<file path="src/rtl/logicx_multi_pkg.sv">
// Shared types and helpers for the multi-button LED block.
// Mode encodings and counter-width helper live here so top and channels agree.
package logicx_multi_pkg;

    typedef enum logic [1:0] {
        MODE_LEVEL   = 2'b00,
        MODE_TOGGLE  = 2'b01,
        MODE_STRETCH = 2'b10,
        MODE_BLANK   = 2'b11
    } mode_e;

    // One extra bit over clog2 so the terminal count always fits.
    function automatic int cnt_width(input int n);
        return $clog2(n) + 1;
    endfunction

endpackage

</file>
<file path="src/rtl/logicx_multi_btn_debounce.sv">
// One button channel: 2-flop synchroniser, stable-count debouncer and
// registered rising-edge strobe of the debounced level.
module btn_debounce
    import logicx_multi_pkg::*;
#(
    parameter int DEBOUNCE_CYCLES = 50000
) (
    input  logic clk,
    input  logic rst_n,
    input  logic din,
    output logic level,
    output logic rise_pulse
);

    localparam int              CW       = cnt_width(DEBOUNCE_CYCLES);
    localparam logic [CW-1:0]   CNT_LAST = CW'(DEBOUNCE_CYCLES - 1);

    logic [1:0]    sync_ff;
    logic [CW-1:0] cnt;
    logic          level_d;

    always_ff @(posedge clk or negedge rst_n) begin
        if (!rst_n) begin
            sync_ff    <= '0;
            cnt        <= '0;
            level      <= 1'b0;
            level_d    <= 1'b0;
            rise_pulse <= 1'b0;
        end else begin
            sync_ff    <= {sync_ff[0], din};
            level_d    <= level;
            rise_pulse <= level & ~level_d;
            // Count consecutive mismatches; any agreeing cycle restarts the count.
            if (sync_ff[1] == level) begin
                cnt <= '0;
            end else if (cnt == CNT_LAST) begin
                level <= sync_ff[1];
                cnt   <= '0;
            end else begin
                cnt <= cnt + CW'(1);
            end
        end
    end

endmodule

</file>
<file path="src/rtl/logicx_multi.sv">
// N-channel button-to-LED block: debounced channels feed toggle latches and
// pulse stretchers; a synchronised mode switch picks what each LED shows.
module logicx_multi
    import logicx_multi_pkg::*;
#(
    parameter int N_BTN           = 2,
    parameter int DEBOUNCE_CYCLES = 50000,
    parameter int PULSE_CYCLES    = 12500000
) (
    input  logic             clk,
    input  logic             rst_n,
    input  logic [N_BTN-1:0] btn,
    input  logic [1:0]       mode,
    output logic [N_BTN-1:0] led,
    output logic             led_and,
    output logic             led_or,
    output logic [N_BTN-1:0] press
);

    localparam int            PW         = cnt_width(PULSE_CYCLES);
    localparam logic [PW-1:0] PULSE_LOAD = PW'(PULSE_CYCLES);

    logic [N_BTN-1:0]         stable;
    logic [N_BTN-1:0]         toggle;
    logic [N_BTN-1:0][PW-1:0] stretch_cnt;
    logic [N_BTN-1:0]         led_nxt;
    logic [1:0]               mode_meta;
    logic [1:0]               mode_q;
    mode_e                    mode_s;

    assign mode_s = mode_e'(mode_q);

    for (genvar i = 0; i < N_BTN; i++) begin : g_ch
        btn_debounce #(
            .DEBOUNCE_CYCLES(DEBOUNCE_CYCLES)
        ) u_db (
            .clk       (clk),
            .rst_n     (rst_n),
            .din       (btn[i]),
            .level     (stable[i]),
            .rise_pulse(press[i])
        );
    end

    always_comb begin
        led_nxt = '0;
        case (mode_s)
            MODE_LEVEL:   led_nxt = stable;
            MODE_TOGGLE:  led_nxt = toggle;
            MODE_STRETCH: begin
                for (int i = 0; i < N_BTN; i++) led_nxt[i] = (stretch_cnt[i] != '0);
            end
            default:      led_nxt = '0;
        endcase
    end

    // Latches and stretchers run in every mode so switching never loses state.
    always_ff @(posedge clk or negedge rst_n) begin
        if (!rst_n) begin
            mode_meta   <= '0;
            mode_q      <= '0;
            toggle      <= '0;
            stretch_cnt <= '0;
            led         <= '0;
        end else begin
            mode_meta <= mode;
            mode_q    <= mode_meta;
            toggle    <= toggle ^ press;
            led       <= led_nxt;
            for (int i = 0; i < N_BTN; i++) begin
                if (press[i])
                    stretch_cnt[i] <= PULSE_LOAD;
                else if (stretch_cnt[i] != '0)
                    stretch_cnt[i] <= stretch_cnt[i] - PW'(1);
            end
        end
    end

    assign led_and = &led;
    assign led_or  = |led;

endmodule
</file>
<file path="config.mk">
export PLATFORM = sky130hd
export DESIGN_NAME = logicx_multi
export DESIGN_NICKNAME = d
export VERILOG_FILES = /design/src/rtl/logicx_multi_pkg.sv /design/src/rtl/logicx_multi_btn_debounce.sv /design/src/rtl/logicx_multi.sv
export SDC_FILE = /design/constraint.sdc
export NUM_CORES = 1
export LEC_CHECK = 0
export BUFFER_PORTS_ARGS = -buffer_cell sky130_fd_sc_hd__buf_2
export CAP_MARGIN = 10
export CORE_MARGIN = 1.5
export CORE_UTILIZATION = 67
export DETAILED_ROUTE_END_ITERATION = 6
export GPL_TIMING_DRIVEN = 0
export PLACE_DENSITY = 0.85
export SYNTH_ARGS = -nofsm -noshare
export SYNTH_HDL_FRONTEND = slang
export SYNTH_SLANG_ARGS = --single-unit
</file>
<file path="constraint.sdc">
create_clock -name clk -period 4.8 [get_ports clk]
set_input_delay 0.96 -clock clk [delete_from_list [all_inputs] [get_ports clk]]
set_output_delay 0.96 -clock clk [all_outputs]
set_load 0.05 [all_outputs]
</file>
==> summary.md <==
| Metric | Value |
|---|---|
| Multi-input gate area | `between 2000 and 2500 sq um` |
| Yosys warns | `0` |
| Sequential share of the synthesized area | `0.514` |
| Post-synthesis register bit count | `roughly 100` |
| Synth Instances | `~490` |
| Arrival @ worst endpoint | `roughly 3000 ps` |
| Compound-gate portion of the synthesized area | `0.0620` |
| Die area | `7940 sq um` |
| Core outline area | `~7000 sq um` |
| Final Hold Slack | `approximately 360 ps` |
| Iter 0 DRT Violations | `238` |
| Post-Synth XOR/XNOR Area | `0.108` |
| Number of flops mapped to enable cells by yosys | `0` |
| Total power divided by cell area | `between 200 and 300 nW/um^2` |
| Cell Rows | `31` |
| Setup TNS | `0 ps` |
| Die W | `89.1 um` |
| CTS Sinks | `just over 100` |
| Post-CTS Setup Inserts | `0` |
| Least-Margin Pin Slew | `~840 ps` |
| Final ANT Viol Nets | `0` |
| Vias in the first global route | `3447` |
| Max reg flops | `50` |
| Crit end category | `flop` |
| Worst VDD drop | `roughly 0.23 mV` |
| Post-synthesis adder-cell area fraction | `0.0126` |
| Mux share of post-synthesis cell area | `0.0128` |
| Root Driver | `clkbuf_8` |
| Via density | `5.92` |
| Crit Path Category | `flop to flop` |
| Final Hold Fails | `0` |
| Post-route clock period utilization | `0.579` |
| # DRC | `0` |
| Largest net degree at the start of global routing | `55` |
| Register area | `between 2000 and 3000 sq um` |
| Finished Core Util | `0.743` |
| H-Tree Depth | `3` |
| Peak Freq | `0.360 GHz` |
| Count of cell types in the netlist | `between 50 and 60` |
| Ys flop type | `dfrtp_1` |
| Worst skew pair latency | `370 ps` |
| WL/cell | `between 10 and 15 um` |
| Post-CTS resize count | `0` |
| RSZ-0062 raised after global routing | `false` |
| Antenna Cells | `0` |
| CTS Hold Bufs | `0` |
| Gp weighted congestion | `0.803` |
| Biggest regs | `stretch_cnt (50), g_ch.u_db.cnt (34), g_ch.u_db.sync_ff (4)` |
| CTS Buf Count | `9` |
| Final WL | `9170 um` |
| FILL cells | `~540` |
| Port bufs | `11` |
| R2r setup slk | `2020 ps` |
| Die Ht | `between 80 and 90 um` |
| Post-synthesis simple-gate area fraction | `0.259` |
| Synth Net Count | `499` |
| NumNets Final | `~520` |
| Layout cells sized above 1 | `0.0951` |
| Drt first pass iters | `5` |
| Worst path required time | `5050 ps` |
| Status | `complete, no violations` |
| Pwr Total | `1.42 mW` |
| First-pass GRT wire length | `~16000 um` |
| Clock Skews | `~7.3 ps` |
| Rel. slew slack | `0.437` |
| Area Overhead vs Synth | `7.86%` |
| Crit path time final | `~2800 ps` |
| Max Cap Viol | `0` |
| Slew Limit Fails | `0` |
| Vias | `about 3600` |
| Synthesized area | `4970 sq um` |
| Post-DP HPWL | `6230 um` |
| CTS tree | `done` |
| Initial core utilization | `0.689` |
| Startpoint types | `flop` |
| Io pins | `12` |
| Max FO, Critical Path | `10` |
| Leak | `2.58 nW` |
| Gr usage total | `0.255` |
| Largest family of logic cells by synthesized area | `simple AND/OR/NAND/NOR gates` |
| # setup viols final | `0` |
| Post-synthesis area per instance | `~10 sq um` |
| Post-synth ARST share | `1.00` |
| Clk slew on worst S/H paths | `100 ps` |
| Most flops, register | `stretch_cnt` |
| Clock buffer depth | `2` |
| Total grt overflow | `0` |
| Hold Path Class | `flop to flop` |
| Antenna violations before repair | `0` |
-- cell usage after synthesis (all sizes together) (2+ instances only) --
cell type,number,area (sq um)
dfrtp,102,2550
nor2,72,270
xor2,31,272
xnor2,30,263
nor3,22,121
nand2,20,75.1
nand3,20,100
a21oi,17,85.1
nand2b,17,106
clkbuf,15,56.3
or4,14,109
inv,11,41.3
nand4,11,68.8
nor4,11,105
buf,8,60.1
and3,7,43.8
nand3b,7,52.6
or3,7,43.8
o21ai,6,30.0
ha,5,62.6
nor2b,5,31.3
a211oi,4,30.0
nand4b,4,35.0
nor4b,4,35.0
or2,4,25.0
a21o,3,22.5
a31oi,3,18.8
mux2,3,33.8
mux2i,3,30.0
o31ai,3,22.5
a2111oi,2,23.8
and2,2,12.5
and4,2,17.5
o21bai,2,15.0
o31a,2,17.5
or3b,2,17.5
-- through the flow --
step | cells | instance area, sq um | setup WS, ps
after floorplan | 488 | 4970 | 2560
after global placement | 598 | 5150 | 1770
after detailed placement | 599 | 5180 | 2080
after CTS | 614 | 5360 | 2020
after global routing | 614 | 5360 | 1800
final | 614 | 5360 | 2020
-- layer usage --
layer | track usage | up-vias | part of all wire
li1 | - | 1741 | -
met1 | 0.348 | 1797 | 0.45
met2 | 0.418 | 84 | 0.50
met3 | 0.0563 | 11 | 0.041
met4 | 0.0699 | 0 | 0.012
met5 | 0 | - | 0
-- final cells by class --
cell class                 count  area share
buffer                        23      0.0217
clock buffer                  10      0.0257
timing repair buffer          12      0.0159
clock inverter                 5     0.00817
inverter                      11     0.00771
sequential                   102       0.476
multi-input combinational    352       0.421
tap                           99      0.0231
-- critical path, stage by stage, from the launching register on --
cell and delay, ps:
dfrtp_1 400, inv_1 110, ha_1 230, nor4b_1 560
nand3b_1 410, nor3_4 500, nor4_1 90, or3_1 350
-- cells by family (layout without fill, tap and decap cells) --
| kind of cell | count (synthesis) | count (layout) |
|---|---|---|
| AOI/OAI and AO/OA | 47 | 47 |
| xor gates and xnor gates | 61 | 61 |
| adders and majority gates | 5 | 5 |
| buffers and inverters | 34 | 61 |
| DFF | 102 | 102 |
| muxes | 6 | 6 |
| and+or+nand+nor | 233 | 233 |
-- power by group --
| group | switching, mW | internal [mW] |
|---|---|---|
| Combinational | 0.0316 | 0.0118 |
| Clock | 0.296 | 0.206 |
| Sequential | 0.00551 | 0.867 |
-- path summary, 6_finish.rpt --
check,startpoint,to,depth (start not counted)
worst max-delay path,stretch_cnt[25]$_DFFE_PN0P_,stretch_cnt[36]$_DFFE_PN0P_,7
worst min-delay path,g_ch[1].u_db.sync_ff[0]$_DFF_PN0_,g_ch[1].u_db.sync_ff[1]$_DFF_PN0_,0
worst max register to register,stretch_cnt[25]$_DFFE_PN0P_,stretch_cnt[36]$_DFFE_PN0P_,7
worst min register to register,g_ch[1].u_db.sync_ff[0]$_DFF_PN0_,g_ch[1].u_db.sync_ff[1]$_DFF_PN0_,0
max in group asynchronous,rst_n,g_ch[0].u_db.level_d$_DFF_PN0_,2
min in group asynchronous,rst_n,stretch_cnt[29]$_DFFE_PN0P_,1
-- layout by cell type (no fill, tap or decap), types with 8 or more instances in the layout --
cell,n
nor3_1,21
dfrtp_1,102
nor4_1,8
nand4_1,11
xor2_1,31
nand2_1,20
a21oi_1,17
nand2b_1,17
or4_1,13
inv_1,11
nor2_1,72
clkbuf_8,10
xnor2_1,30
buf_2,13
clkbuf_1,15
nand3_1,20
Power figures use the tool's default switching activity.
